File: config.mk
export PLATFORM = sky130hd
export DESIGN_NAME = emu_scan_ctrl
export DESIGN_NICKNAME = d
export VERILOG_FILES = /design/src/rtl/emu_scan_pkg.sv /design/src/rtl/emu_scan_beat_counter.sv /design/src/rtl/emu_scan_ctrl.sv
export SDC_FILE = /design/constraint.sdc
export NUM_CORES = 1
export LEC_CHECK = 0
export ABC_AREA = 1
export BUFFER_PORTS_ARGS = -buffer_cell sky130_fd_sc_hd__buf_2
export CORE_AREA = 2 2 158 160
export CTS_CLUSTER_SIZE = 20
export DETAILED_ROUTE_END_ITERATION = 12
export DIE_AREA = 0 0 160 162
export PLACE_DENSITY_LB_ADDON = 0.1
export REMOVE_ABC_BUFFERS = 1
export SYNTH_ARGS = -nofsm -noshare
export SYNTH_HDL_FRONTEND = slang
export SYNTH_SLANG_ARGS = --single-unit
File: constraint.sdc
create_clock -name clk -period 1.4 [get_ports clk]
set_input_delay 0.07 -clock clk [delete_from_list [all_inputs] [get_ports clk]]
set_output_delay 0.07 -clock clk [all_outputs]
set_load 0.1 [all_outputs]
File: src/rtl/emu_scan_pkg.sv
// emu_scan_pkg: shared state encoding, scan direction constants and counter sizing
package emu_scan_pkg;
  typedef enum logic [2:0] {S_IDLE, S_PAUSE, S_FF, S_RAM, S_DONE} state_t;
  localparam logic SCAN_DUMP = 1'b0;
  localparam logic SCAN_RESTORE = 1'b1;
  function automatic int cnt_width(input int a, input int b);
    int m;
    m = (a > b) ? a : b;
    return (m > 1) ? $clog2(m) : 1;
  endfunction
endpackage

File: src/rtl/emu_scan_beat_counter.sv
// emu_scan_beat_counter: beat counter that self-clears on its terminal count
module emu_scan_beat_counter #(
  parameter int W = 2
) (
  input  logic         clk,
  input  logic         resetn,
  input  logic         clr,
  input  logic         inc,
  input  logic [W-1:0] last,
  output logic         tc
);
  logic [W-1:0] cnt;
  assign tc = cnt == last;
  always_ff @(posedge clk)
    if (!resetn || clr || (inc && tc)) cnt <= '0;
    else if (inc) cnt <= cnt + 1'b1;
endmodule

File: src/rtl/emu_scan_ctrl.sv
// emu_scan_ctrl: checkpoint dump/restore sequencer (halt, FF chain, RAM chain).
// The RAM phase exists only when EMU_SCAN_RAM_EN is defined.
module emu_scan_ctrl
  import emu_scan_pkg::*;
#(
  parameter int DATA_WIDTH = 64,
  parameter int FF_WORDS = 4,
  parameter int RAM_WORDS = 2
) (
  input  logic                  clk,
  input  logic                  resetn,
  input  logic                  halt_req,
  input  logic                  cmd_valid,
  output logic                  cmd_ready,
  input  logic                  cmd_dir,
  output logic                  busy,
  output logic                  done,
  output logic                  err,
  output logic                  out_valid,
  input  logic                  out_ready,
  output logic [DATA_WIDTH-1:0] out_data,
  output logic                  out_last,
  input  logic                  in_valid,
  output logic                  in_ready,
  input  logic [DATA_WIDTH-1:0] in_data,
  input  logic                  in_last,
  output logic                  emu_halt,
  output logic                  ff_scan,
  output logic [DATA_WIDTH-1:0] ff_sdi,
  input  logic [DATA_WIDTH-1:0] ff_sdo,
  output logic                  ram_scan,
  output logic                  ram_dir,
  output logic [DATA_WIDTH-1:0] ram_sdi,
  input  logic [DATA_WIDTH-1:0] ram_sdo
);
  localparam int CW = cnt_width(FF_WORDS, RAM_WORDS);
  state_t state, nxt;
  logic dir, fire, tc, in_ff, in_ram, last_beat;
  logic [CW-1:0] last;
  assign in_ff = state == S_FF;
`ifdef EMU_SCAN_RAM_EN
  localparam state_t FF_NEXT = S_RAM;
  assign in_ram = state == S_RAM;
  assign last = in_ram ? CW'(RAM_WORDS - 1) : CW'(FF_WORDS - 1);
  assign last_beat = in_ram && tc;
  assign ram_dir = dir;
`else
  localparam state_t FF_NEXT = S_DONE;
  logic unused_ram;
  assign unused_ram = ^ram_sdo;
  assign in_ram = 1'b0;
  assign last = CW'(FF_WORDS - 1);
  assign last_beat = in_ff && tc;
  assign ram_dir = 1'b0;
`endif
  assign fire = (in_ff || in_ram) && (dir ? in_valid : out_ready);
  assign cmd_ready = state == S_IDLE;
  assign busy = !cmd_ready;
  assign done = state == S_DONE;
  assign emu_halt = halt_req || busy;
  always_ff @(posedge clk)
    if (!resetn) begin
      state <= S_IDLE;
      dir <= SCAN_DUMP;
      err <= 1'b0;
    end else begin
      state <= nxt;
      if (cmd_ready && cmd_valid) begin
        dir <= cmd_dir;
        err <= 1'b0;
      end else if (fire && dir == SCAN_RESTORE && in_last != last_beat) err <= 1'b1;
    end
  // Counter is held at zero while idle, so every operation starts from beat 0.
  emu_scan_beat_counter #(.W(CW)) u_cnt (
    .clk(clk),
    .resetn(resetn),
    .clr(cmd_ready),
    .inc(fire),
    .last(last),
    .tc(tc)
  );
  always_comb begin
    nxt = state;
    out_valid = 1'b0;
    in_ready = 1'b0;
    out_data = '0;
    out_last = 1'b0;
    ff_scan = 1'b0;
    ff_sdi = '0;
    ram_scan = 1'b0;
    ram_sdi = '0;
    case (state)
      S_IDLE: nxt = cmd_valid ? S_PAUSE : S_IDLE;
      S_PAUSE: nxt = S_FF;
      S_FF: begin
        out_valid = !dir;
        in_ready = dir;
        out_data = dir ? '0 : ff_sdo;
        out_last = !dir && last_beat;
        ff_scan = fire;
        ff_sdi = dir ? in_data : ff_sdo;
        nxt = (fire && tc) ? FF_NEXT : S_FF;
      end
`ifdef EMU_SCAN_RAM_EN
      S_RAM: begin
        out_valid = !dir;
        in_ready = dir;
        out_data = dir ? '0 : ram_sdo;
        out_last = !dir && last_beat;
        ram_scan = fire;
        ram_sdi = dir ? in_data : '0;
        nxt = (fire && tc) ? S_DONE : S_RAM;
      end
`endif
      S_DONE: nxt = S_IDLE;
      default: nxt = S_IDLE;
    endcase
  end
endmodule
# Word level (Yosys, flattened, before mapping)
# Index checks and enable logic that the tools add are counted.
[totals]
in_bits = 200
reg_bits = 7
out_inout_bits = 203
[classes]
bitwise = 1
n_reduce_logical = 15
add_sub_neg = 1
n_eq_ne = 5
muxes = 12
[ops]
columns = ["operator", "count"]
rows = [
  ["64-bit two-way mux", 4],
  ["3-bit case mux with 3 select lines", 1],
  ["1-bit logical AND", 7],
  ["1-bit two-way mux", 6],
  ["3-bit by 1-bit equality test with 1-bit output (second input constant)", 1],
  ["3-bit by 2-bit equality test with 1-bit output (second input constant)", 1],
  ["3-bit equality test (second input constant)", 1],
  ["1-bit zero test", 3],
  ["3-bit zero test", 1],
  ["1-bit logical OR", 3],
  ["3-bit two-way mux", 1],
  ["2-bit by 1-bit adder with 2-bit output (second input constant)", 1],
  ["2-bit equality test (second input constant)", 1],
  ["2-bit OR reduction", 1],
  ["1-bit inequality test", 1],
  ["1-bit inverter", 1],
]

# Logic depth before layout (Yosys ltp)
[depth]
depth_word = 5
ltp_mapped = 7
depth_no_buf = 7

# By module
# A second synthesis with hierarchy kept.
[hier_totals]
cells_unflattened = 418
hier_area_um2 = 2109.5
[modules_own_cells]
columns = ["mod", "seq_area_each_um2", "area_per_inst_um2", "instances", "cells_each"]
rows = [
  ["emu_scan_ctrl", 100.1, 1978.1, 1, 396],
  ["emu_scan_beat_counter", 40.0, 131.4, 1, 22],
]

# Worst setup path after synthesis
# Ideal clock, no wire load.
[synth_timing]
path_kind = "flip-flop to output port"
start = "register state[1]"
end = "output port emu_halt"
arrival_ns = 4.791
path_slack_ns = -3.461
path_stages_with_launch = 4
t_required_ns = 1.330
cell_sequence = "dfxtp_1 > nor3_1 > inv_1 > or2_1"
[synth_via]
elab_chain_cells = 3
[synth_lines]
columns = ["item", "line_no", "text"]
rows = [
  ["start: declaration", "emu_scan_ctrl.sv:37", "state_t state, nxt;"],
  ["start signal: assignment", "emu_scan_ctrl.sv:67", "state <= nxt;"],
  ["3-bit zero test", "emu_scan_ctrl.sv:57", "assign cmd_ready = state == S_IDLE;"],
  ["named net cmd_ready", "emu_scan_ctrl.sv:14", "output logic cmd_ready,"],
  ["1-bit zero test", "emu_scan_ctrl.sv:58", "assign busy = !cmd_ready;"],
  ["named net busy", "emu_scan_ctrl.sv:16", "output logic busy,"],
  ["1-bit logical OR", "emu_scan_ctrl.sv:60", "assign emu_halt = halt_req || busy;"],
  ["end: declaration", "emu_scan_ctrl.sv:27", "output logic emu_halt,"],
]
# The timed path passes the listed nets, and every way through them passes these cells.

# Final worst setup path
[layout_timing]
start = "register state[0]"
end = "output port ff_sdi[49]"
[layout_via]
elab_chain_cells = 2
[layout_lines]
columns = ["item", "line_no", "text"]
rows = [
  ["3-bit by 2-bit equality test with 1-bit output", "emu_scan_ctrl.sv:92", "case (state)"],
  ["64-bit two-way mux", "emu_scan_ctrl.sv:92", ""],
  ["end: declaration", "emu_scan_ctrl.sv:29", "output logic [DATA_WIDTH-1:0] ff_sdi,"],
]
# No other way between the ends.

==> results.md <==
- The number of search-and-repair iterations in the first detailed-routing pass is 4.
- Setup repair after global routing could not meet its margin everywhere.
- The number of core rows is 57.
- The slowest stage of the critical path is the sky130_fd_sc_hd__dfxtp_2 cell.
- TritonCTS built the clock tree.
- The total area of sequential cells is 148.9 um^2.
- In this run the tool buffered the top-level ports with 272 buffer cells.
- The startpoint class of the critical path is a flip-flop.
- The data arrival at the endpoint of the critical path is 1.68 ns.
- The initial antenna violation count came to 0.
- The run finished, with violations left.
- The number of hold buffers added after CTS was 0.
- The largest fanout on the critical path is 21.
- The final number of max-transition violations is 0.
- After clock tree synthesis, the clock-pin slew on the worst setup and hold paths is 0.04 ns.
- The last weighted congestion value of the routability-driven placer is 0.7092.
- Setup violations remaining at the end of the flow were counted as 133.
- The critical path class is reg -> out.
- The final period demand of the worst path is 1.750 ns.
- The leakage power figure is 3.370 nW.
- The TritonCTS sink count is 7.
- In the final routed layout, each cell accounts on average for 13.59 um.
- The largest single stage delay on the critical path is 0.31 ns.
- The layout has 2529 filler cells.
- The top cell type by area accounts for 23.39% of the synthesized area.
- Prior to clock tree synthesis, the placed netlist has a worst setup slack of -0.1604 ns.
- The instance area after placement is 5854 um^2.
- The core outline area is 24110 um^2.
- Clock tree synthesis inserted a total of 3 buffers.
- The overall via count from detail_route is 3440.
- For this run, design rule violations remaining after detail routing come to 0.
- Of the cells placed in the final design, the portion with a size suffix greater than 1 is 69.44%.
- The combined area of the multi-input logic cells is 2297 um^2.
- The total detailed-routing wirelength is 14050 um.
- The number of global-route vias before repair is 3297.
- Yosys printed 0 warnings.
- The average via count per standard cell is 3.327.
- The pin count of the biggest net entering global routing is 22.
- The clock skew is 0.0004260 ns.
- The required time at the endpoint of the critical path is 1.33 ns.
- In this run the deepest clock path goes through 2 buffers.
- The maximum vdd ir drop is 0.2848 mV.
- In this run, the number of DRC markers left after iteration 0 of detailed routing was 50.
- The most used flip-flop cell after synthesis is sky130_fd_sc_hd__dfxtp_1.
- The clock tree root driver cell is sky130_fd_sc_hd__clkbuf_16.
- The min-delay analysis places its worst path in the category in -> reg.
- The post-route standard cell area excluding fillers is 7500 um^2.
- Max-cap violations in this run came to 0.
- The global-route usage over all layers is 9.631%.
- Walking the worst path, the cells encountered are inv_2, nand2_4, nor2_4, nand2_8, buf_12, buf_4, o21ai_4, buf_12.
- The post-synthesis cell area is 2215 um^2.
- Of the synthesized area, sequential elements account for 6.328%.
- The HPWL reported at the end of detailed placement is 10220 um.
- By instance count, the cell type seen most on the critical path is sky130_fd_sc_hd__buf_12.
- Static timing analysis puts the maximum clock frequency at 571.4 MHz.
- The summed negative setup slack over all endpoints is -34.30 ns.
- The power density normalized to cell area is 647.5 nW/um^2.
- The type of destination of the critical path is a primary output.
- The number of synthesized register bits is 7.
- The deepest level of the CTS H-tree is 1.
- The die covers 25920 um^2.
- At the later pin of the worst-skew pair, clock insertion delay measures 0.23 ns.
- The gate count of the mapped netlist is 400.
- Measured on the finished design, the core utilization comes to 31.11%.
- The synthesized design contains 0 enable-type register cells.
- Each instance of the synthesized netlist takes up on average 5.537 um^2.
- In this run the horizontal extent of the chip is 160 um.
- Compared with the post-synthesis result, the final layout area differs by 238.6%.
- The number of distinct library cells after synthesis is 20.
- The hold violation total from the final report is 0.
- The initial utilization of the core area, before any placement, comes to 9.187%.
- The largest total area in the synthesized netlist belongs to sky130_fd_sc_hd__buf_4.
- The final reports fail on setup timing.
- The top-level I/O count is 403.
- Among all cell types in the netlist, the one instantiated most often is sky130_fd_sc_hd__nand2_1.
- After global routing the overflow that remains totals 0.
- The die is 162 um tall.
- Across all setup checks in the final design, the least slack found is -0.3500 ns.
- The share of async-settable or async-resettable flops after synthesis is 0%.
- The post-route clock period utilization is 125.0%.
- In the post-synthesis netlist, the biggest area contributors are sky130_fd_sc_hd__buf_4, sky130_fd_sc_hd__o21ai_2, sky130_fd_sc_hd__nand2_1, sky130_fd_sc_hd__inv_1, sky130_fd_sc_hd__nor2_1.
- Counting instances in the post-synthesis netlist gives the leading cell types as sky130_fd_sc_hd__nand2_1, sky130_fd_sc_hd__inv_1, sky130_fd_sc_hd__nor2_1.
- The number of antenna repair diodes is 0.
- The detail route stage leaves a number of antenna-violating nets equal to 0.
- The global-route wire length before repair is 19530 um.
- The final layout net count is 912.
[registers in the layout, summed over array words and instances (netlist names)]
name / cells
err: 1
u_cnt.cnt: 2
dir: 1
state: 3
[logic make-up (layout without fill, tap and decap cells)]
group	count (synthesis)	after routing	share of synthesized area [%]
compound gates	68	68	21.13
buf+inv	162	407	43.05
other cells	1	66	0.1693
simple gates	161	161	28.76
flops	7	7	6.327
fa+ha+maj	1	1	0.5649
[routing by layer]
layer | up-vias | GRT usage [%] | routed length (um)
met5 | - | 0 | 0
met1 | 1586 | 10.23 | 4888
met4 | 0 | 0.9828 | 46
li1 | 1689 | - | -
met3 | 6 | 1.685 | 833
met2 | 159 | 20.15 | 8285
[placed cells by master, fill, tap and decap left out, types with 15 or more instances in the layout]
cell type,count
sky130_fd_sc_hd__buf_4,19
sky130_fd_sc_hd__nand2_2,20
sky130_fd_sc_hd__nand2_1,52
sky130_fd_sc_hd__conb_1,66
sky130_fd_sc_hd__inv_1,70
sky130_fd_sc_hd__o21ai_4,29
sky130_fd_sc_hd__buf_2,136
sky130_fd_sc_hd__o21ai_2,27
sky130_fd_sc_hd__clkbuf_16,15
sky130_fd_sc_hd__nor2_4,66
sky130_fd_sc_hd__buf_6,15
sky130_fd_sc_hd__buf_12,138
[worst paths after layout]
check,from,endpoint,slack [ns],depth (start not counted)
max,state[0]$_SDFF_PN0_,ff_sdi[49],-0.35,8
min,cmd_valid,state[0]$_SDFF_PN0_,0.11,3
max reg2reg,state[0]$_SDFF_PN0_,err$_SDFFE_PP0P_,0.03,8
min reg2reg,err$_SDFFE_PP0P_,err$_SDFFE_PP0P_,0.44,2
[repair_timing]
item,in CTS,in global routing
pin swaps,6,9
endpoints found under the setup margin,135,137
gates cloned,9,2
setup buffers,18,6
gates resized for setup,208,105
[critical path: cells and delay by family (launching register included)]
family | cells | cell delay, ns
and+or+nand+nor | 3 | 0.34
buffers and inverters | 4 | 0.61
DFF | 1 | 0.31
AOI/OAI and AO/OA | 1 | 0.15
[layout make-up]
type / count / area share [%]
well taps: 324 / 5.405
inverters: 75 / 3.921
repair buffers: 328 / 57.01
multi-input cells: 296 / 30.63
flip-flops and latches: 7 / 1.985
clock buffers: 4 / 1.051
[per-stage QoR]
stage	std cells	power [W]	hold slack (ns)
6_report	1034	0.004856	0.1091
5_1_grt	1034	0.005004	0.1178
4_1_cts	1030	0.004770	0.1149
3_5_place_dp	999	0.003848	0.3582
3_3_place_gp	999	0.003866	0.3580
2_1_floorplan	378	0.002619	0.2013
[report_power, final]
group	leakage, nW	switching [W]	internal [W]
Clock	0.0382	0.000107	0.000379
Sequential	0.0588	0.00000553	0.000206
Combinational	3.27	0.00292	0.00124
No activity file was read; power rests on OpenSTA's default activity.
